### config.mk
export PLATFORM = sky130hd
export DESIGN_NAME = alu_host_sequencer
export DESIGN_NICKNAME = d
export VERILOG_FILES = /design/src/rtl/alu_host_sequencer.sv
export SDC_FILE = /design/constraint.sdc
export NUM_CORES = 1
export LEC_CHECK = 0
export BUFFER_PORTS_ARGS = -buffer_cell sky130_fd_sc_hd__buf_4
export CORE_MARGIN = 2
export CORE_UTILIZATION = 30
export DETAILED_ROUTE_END_ITERATION = 7
export PLACE_DENSITY = 0.48
export SETUP_SLACK_MARGIN = 0.3
export SYNTH_ARGS = -nofsm -noshare
export SYNTH_HDL_FRONTEND = slang
export SYNTH_SLANG_ARGS = --single-unit
### constraint.sdc
create_clock -name clk -period 1.8 [get_ports clk]
set_input_delay 0 -clock clk [delete_from_list [all_inputs] [get_ports clk]]
set_output_delay 0 -clock clk [all_outputs]
set_load 0.02 [all_outputs]
### src/rtl/alu_host_sequencer.sv
// Host-side sequencer for the ALU BEGIN/op_code/inbus/outbus/END protocol.
// Takes one request, launches the ALU, serializes operands, and returns two result words.
module alu_host_sequencer #(
    parameter int unsigned TIMEOUT = 255
) (
    input  logic       clk,
    input  logic       reset,
    input  logic       req_valid,
    output logic       req_ready,
    input  logic [1:0] req_op,
    input  logic [7:0] req_a,
    input  logic [7:0] req_q,
    input  logic [7:0] req_m,
    output logic       alu_begin,
    output logic [1:0] alu_op_code,
    output logic [7:0] alu_inbus,
    input  logic [7:0] alu_outbus,
    input  logic       alu_end,
    output logic       rsp_valid,
    input  logic       rsp_ready,
    output logic [7:0] rsp_hi,
    output logic [7:0] rsp_lo,
    output logic       rsp_timeout
);

    typedef enum logic [2:0] {
        IDLE, START, LOAD_A, LOAD_Q, LOAD_M, WAIT, RESP
    } state_t;

    localparam logic [7:0] TO_LIM = 8'(TIMEOUT);

    state_t     r_state;
    logic [1:0] r_op;
    logic [7:0] r_a;
    logic [7:0] r_q;
    logic [7:0] r_m;
    logic [7:0] r_h0;
    logic [7:0] r_h1;
    logic [7:0] r_cnt;

    // Every output is assigned alongside the transition into the state that owns it,
    // so outputs are registered and line up with the state they describe.
    always_ff @(posedge clk) begin
        if (reset) begin
            r_state     <= IDLE;
            r_op        <= 2'b00;
            r_a         <= 8'h00;
            r_q         <= 8'h00;
            r_m         <= 8'h00;
            r_h0        <= 8'h00;
            r_h1        <= 8'h00;
            r_cnt       <= 8'h00;
            req_ready   <= 1'b1;
            alu_begin   <= 1'b0;
            alu_op_code <= 2'b00;
            alu_inbus   <= 8'h00;
            rsp_valid   <= 1'b0;
            rsp_hi      <= 8'h00;
            rsp_lo      <= 8'h00;
            rsp_timeout <= 1'b0;
        end else begin
            alu_begin <= 1'b0;
            case (r_state)
                IDLE: begin
                    if (req_valid && req_ready) begin
                        r_op        <= req_op;
                        r_a         <= req_a;
                        r_q         <= req_q;
                        r_m         <= req_m;
                        req_ready   <= 1'b0;
                        alu_begin   <= 1'b1;
                        alu_op_code <= req_op;
                        alu_inbus   <= 8'h00;
                        r_state     <= START;
                    end
                end
                START: begin
                    if (r_op == 2'b11) begin
                        alu_inbus <= r_a;
                        r_state   <= LOAD_A;
                    end else begin
                        alu_inbus <= r_q;
                        r_state   <= LOAD_Q;
                    end
                end
                LOAD_A: begin
                    alu_inbus <= r_q;
                    r_state   <= LOAD_Q;
                end
                LOAD_Q: begin
                    alu_inbus <= r_m;
                    r_state   <= LOAD_M;
                end
                LOAD_M: begin
                    alu_inbus <= 8'h00;
                    r_cnt     <= 8'h00;
                    r_state   <= WAIT;
                end
                WAIT: begin
                    r_h1 <= r_h0;
                    r_h0 <= alu_outbus;
                    // END wins over a timeout landing in the same cycle
                    if (alu_end) begin
                        rsp_valid   <= 1'b1;
                        rsp_hi      <= r_h1;
                        rsp_lo      <= r_h0;
                        rsp_timeout <= 1'b0;
                        r_state     <= RESP;
                    end else if (r_cnt == TO_LIM) begin
                        rsp_valid   <= 1'b1;
                        rsp_hi      <= 8'h00;
                        rsp_lo      <= 8'h00;
                        rsp_timeout <= 1'b1;
                        r_state     <= RESP;
                    end else begin
                        r_cnt <= r_cnt + 8'd1;
                    end
                end
                RESP: begin
                    if (rsp_ready) begin
                        rsp_valid   <= 1'b0;
                        req_ready   <= 1'b1;
                        alu_op_code <= 2'b00;
                        r_state     <= IDLE;
                    end
                end
                default: begin
                    req_ready   <= 1'b1;
                    alu_op_code <= 2'b00;
                    alu_inbus   <= 8'h00;
                    rsp_valid   <= 1'b0;
                    r_state     <= IDLE;
                end
            endcase
        end
    end

endmodule

=== Word level (Yosys, flattened, before mapping) ===
Cells that the tools add are included.

* Flip-flop bits (word level): 83
* Latch bits: 0
* Memory bits (writable): 0
* Bits in read-only memories: 0
* Input port bits: 39
* Memories kept: 0

* $add $sub $neg: 1
* Multipliers: 0
* Divide/modulo/power cells: 0
* Order comparisons: 0
* Eq/ne operators: 13
* Shift operators: 0
* Multiplexer cells: 27
* Bitwise gates (word level): 4
* Reductions and logical operators: 15

{| class="wikitable"
|+ Operator list
! cell !! count
|-
| 8-bit two-way mux || 7
|-
| 8-bit one-hot mux with 5 select lines || 1
|-
| 3-bit one-hot mux with 7 select lines || 1
|-
| 8-bit one-hot mux with 2 select lines || 1
|-
| 3-bit two-way mux || 4
|-
| 3-bit AND reduction || 4
|-
| 5-bit OR reduction || 2
|-
| 3-bit == test, second input constant || 3
|-
| 8-bit by 1-bit adder with 8-bit output, second input constant || 1
|-
| 8-bit == test, second input constant || 1
|-
| 1-bit two-way mux || 8
|-
| 2-bit inequality test, second input constant || 4
|-
| 3-bit by 2-bit == test with 1-bit output, second input constant || 2
|-
| 1-bit one-hot mux with 3 select lines || 2
|-
| 2-bit one-hot mux with 3 select lines || 1
|-
| 2-bit AND reduction || 3
|-
| 2-bit two-way mux || 2
|-
| 1-bit inverter || 4
|-
| 2-bit nonzero test || 2
|-
| 2-bit OR reduction || 2
|-
| 3-bit by 1-bit == test with 1-bit output, second input constant || 1
|-
| 3-bit logical NOT || 1
|-
| 3-bit inequality test, second input constant || 1
|-
| 2-bit == test, second input constant || 1
|-
| 1-bit logical AND || 1
|}

=== Logic depth before layout (Yosys ltp) ===
* Word-level depth: 4
* Mapped depth: 6

=== Worst setup path before layout ===
Ideal clock, no wire load.

* Path type: flip-flop to flip-flop
* Start: register r_cnt[0]
* End: register rsp_hi[0]
* Setup time: 0.059 ns
* Arrival time: 1.499 ns
* Data required time: 1.741 ns
* Setup slack: 0.242 ns
* Cell stages (with the launch flop): 7
* Cells stage by stage: dfxtp_1 > ha_1 > and4_4 > a21o_1 > a21oi_2 > buf_6 > a22o_1

* Word-level cells in the longest chain between the ends: 3

{| class="wikitable"
|+ Ends and longest elaborated chain
! item !! RTL line !! RTL
|-
| start: declaration || 39 || <nowiki>logic [7:0] r_cnt;</nowiki>
|-
| start signal: assignment || 116 || <nowiki>r_cnt <= r_cnt + 8'd1;</nowiki>
|-
| 8-bit == test || 109 || <nowiki>end else if (r_cnt == TO_LIM) begin</nowiki>
|-
| 2-bit nonzero test (no line) || -- ||
|-
| 2-bit AND reduction (no line) || -- ||
|-
| end signal: assignment || 105 || <nowiki>rsp_hi <= r_h1;</nowiki>
|-
| end: declaration || 21 || <nowiki>output logic [7:0] rsp_hi,</nowiki>
|}

Every way passes these cells.
A chain may end at the register's enable or synchronous reset.

=== Worst setup path after layout ===
* Start: register r_cnt[2]
* End: register rsp_lo[3]

* Word-level cells in the longest chain between the ends: 3

{| class="wikitable"
|+ Ends and longest elaborated chain
! item !! RTL line !! RTL
|-
| 8-bit == test || 109 ||
|-
| 2-bit nonzero test (no line) || -- ||
|-
| 2-bit AND reduction (no line) || -- ||
|-
| end signal: assignment || 106 || <nowiki>rsp_lo <= r_h0;</nowiki>
|-
| end: declaration || 22 || <nowiki>output logic [7:0] rsp_lo,</nowiki>
|}

Every way passes these cells.

==> results.toml <==
[timing]
worstMarginPinSlew_ns = 0.415
fmax_ghz = 0.660
report.final.slew_viol_count = 0
fin_tns_setup_ns = 0
rsz0062_at_grt = "yes"
skew_ns = 0.0146
finalCriticalPeriod_ns = 1.51
setup_violations = 0
period_share_pct = 84.1
hold_viol = 0
slew_headroom_pct = 72.3

[grt]
overflow = 0
antenna_found_initial = 0
grt_usage_pct = 14.9
grt_max_degree = 39
grt_pass1_vias = 2834
grt_pass1_wl_mm = 13.8

[die]
die_w_um = 108
core_mm2 = 0.0104
die-area_mm2 = 0.0116
std_cell_rows = 37
pin_count = 69
die_h_um = 108
initial_utilization_pct = 31.1

[clock_tree]
cts_tree = "done"
htreeDepth = 3
clkTransAtPathRegs_ns = 0.10
cts-buffers-inserted = 9
clkSinkCount = 83
clock_latency_ns = 0.35
root_buffer = "clkbuf_8"
clockBufferDepth = 2

[yosys]
synth_flop_cell = "dfxtp_1"
yosys_warnings = 0
postSynthAreaPerCell_um2 = 8.80
synth_area_mm2 = 0.00322
yosysTopAreaCellShare_pct = 51.6
ys_top_cells_by_area = "dfxtp_1 52%, nand2_1 11%, a21oi_1 9.3%"
synth_common_cells = "93 x nand2_1, 83 x dfxtp_1, 60 x a21oi_1"
syn_inst = 366
synth.distinct_cells = 45
synth_top_area_cell = "dfxtp_1"
ys_ff_latch = 83
yosysMostFrequentCell = "nand2_1"
syn_nets = 406
async_flop_share_pct = 0
synth_edf_count = 0
ys_seq_area_share_pct = 51.6

[setup_path]
worstPathMaxFanout = 8
required_ns = 2.04
crit_path_start_kind = "register"
cp.arrival_ns = 1.75
rrSetupSlack_ns = 0.29
cp-end-kind = "register"
path_class = "register to register"

[pwr]
swShare_pct = 29.1
power_frac_seq_pct = 51.6
comb_power_share_pct = 16.3
power_density_mw_per_mm2 = 845
max-vdd-ir-drop_v = 0.000388
p_leak_nw = 1.75
p_sw_mw = 1.13
p_int_mw = 2.75
clkPwrFrac_pct = 32.1

[route]
dr_total_vias = 2960
via_per_inst = 4.80
drt_wl_total_mm = 8.49
drtPass1Iterations = 4
wl_per_cell_um = 13.8
route.detailed.drc = 0
drt_iter0_drc = 123
ant_nets = 0

[layout]
syn2layout_area_growth_pct = 42.6
fin_util_pct = 44.3
diodes = 0
layout.nets = 516
fillers = 1064
drive_above_1_share_pct = 27.4

[run]
maxCapViolCount = 0

[placement]
port_buffers = 68
dp_hpwl_mm = 5.55
gp_congestion = 0.794

[min_path]
hp-class = "primary input to register"

[outcome]
status = "completed"
flip-flops by register name, indices dropped and copies added (netlist names):
| signal | flops |
|---|---|
| alu_begin | 1 |
| alu_inbus | 8 |
| alu_op_code | 2 |
| r_a | 8 |
| r_cnt | 8 |
| r_h0 | 8 |
| r_h1 | 8 |
| r_m | 8 |
| r_op | 2 |
| r_q | 8 |
| r_state | 3 |
| req_ready | 1 |
| rsp_hi | 8 |
| rsp_lo | 8 |
| rsp_timeout | 1 |
| rsp_valid | 1 |
cells by family (layout without fill, tap and decap cells):
family,Yosys count,count (layout),share of synthesized area [%]
AND/OR/NAND/NOR,139,139,19.5
adder cells (fa/ha/maj),1,1,0.388
AO/OA/AOI/OAI,111,111,22.9
flip-flops,83,83,51.6
buffers and inverters,30,145,5.09
XOR/XNOR,2,2,0.544
power groups by stage:
stage,Combinational (mW),Sequential (mW),Clock (mW)
detailed placement,0.532,2.04,0
finish,0.632,2.00,1.24
global route,0.702,2.02,1.38
global placement,0.529,2.04,0
CTS,0.607,2.00,1.29
floorplan,0.319,2.03,0
final timing paths:
kind	start	end	cells after the start
worst max-delay path	r_cnt[2]	rsp_lo[3]	5
worst min-delay path	reset	alu_begin	2
worst max register to register	r_cnt[2]	rsp_lo[3]	5
worst min register to register	r_q[7]	r_q[7]	2
area by class of cell:
type | count | area (µm²) | share of cell area (%)
Sequential cell | 83 | 1670 | 36.4
Multi-Input combinational cell | 253 | 1470 | 32.0
Timing Repair Buffer | 125 | 1080 | 23.6
Tap cell | 136 | 170 | 3.70
Clock buffer | 9 | 124 | 2.70
Clock inverter | 7 | 56.3 | 1.23
Inverter | 4 | 15.0 | 0.327
timing repair:
item	in CTS	in global routing
setup buffers	4	5
pin swaps	2	22
setup endpoints to repair	81	62
hold buffers	35	0
gates resized for setup	8	12
gates cloned	0	1
hold endpoints to repair	37	0
critical path, stage by stage (launching register included):
cell	delay [ns]
dfxtp_1	0.48
and4_4	0.29
a21o_1	0.17
a21oi_4	0.09
clkbuf_16	0.18
a22o_1	0.19
per-layer routing:
| metal | GRT usage [%] | routed length, µm |
|---|---|---|
| met5 | 0 | 0 |
| met2 | 25.2 | 4020 |
| met1 | 18.9 | 4050 |
| met4 | 4.95 | 67 |
| met3 | 3.09 | 353 |
placed cells by master (no fill, tap or decap), types with 2 or more instances in the layout:
cell type and n:
a222oi_1 7, a21oi_1 60, inv_6 4, buf_4 85, o21ai_0 3, nor2_1 7, a22o_1 16, inv_1 3
a211oi_1 2, dfxtp_1 77, dlygate4sd3_1 35, clkbuf_8 9, nand2_1 92, nand3_1 16, dfxtp_2 5, a21oi_4 2
nor3_1 2, and3_4 2, buf_12 3, and3_1 2, a31oi_1 4, nand3b_1 3, a21o_1 4, o211ai_1 2
stage by stage:
stage               hold WS (ns)  area (µm²)  power, mW  setup slack, ns  cells
floorplan                 0.0970        3230       2.35            0.314    366
global placement           0.230        3880       2.57           0.0956    556
detailed placement         0.233        3880       2.57           0.0725    556
CTS                       0.0153        4480       3.90            0.298    611
global route              0.0265        4590       4.10            0.243    617
finish                    0.0205        4590       3.88            0.286    617
No activity file was read; power rests on OpenSTA's default activity.
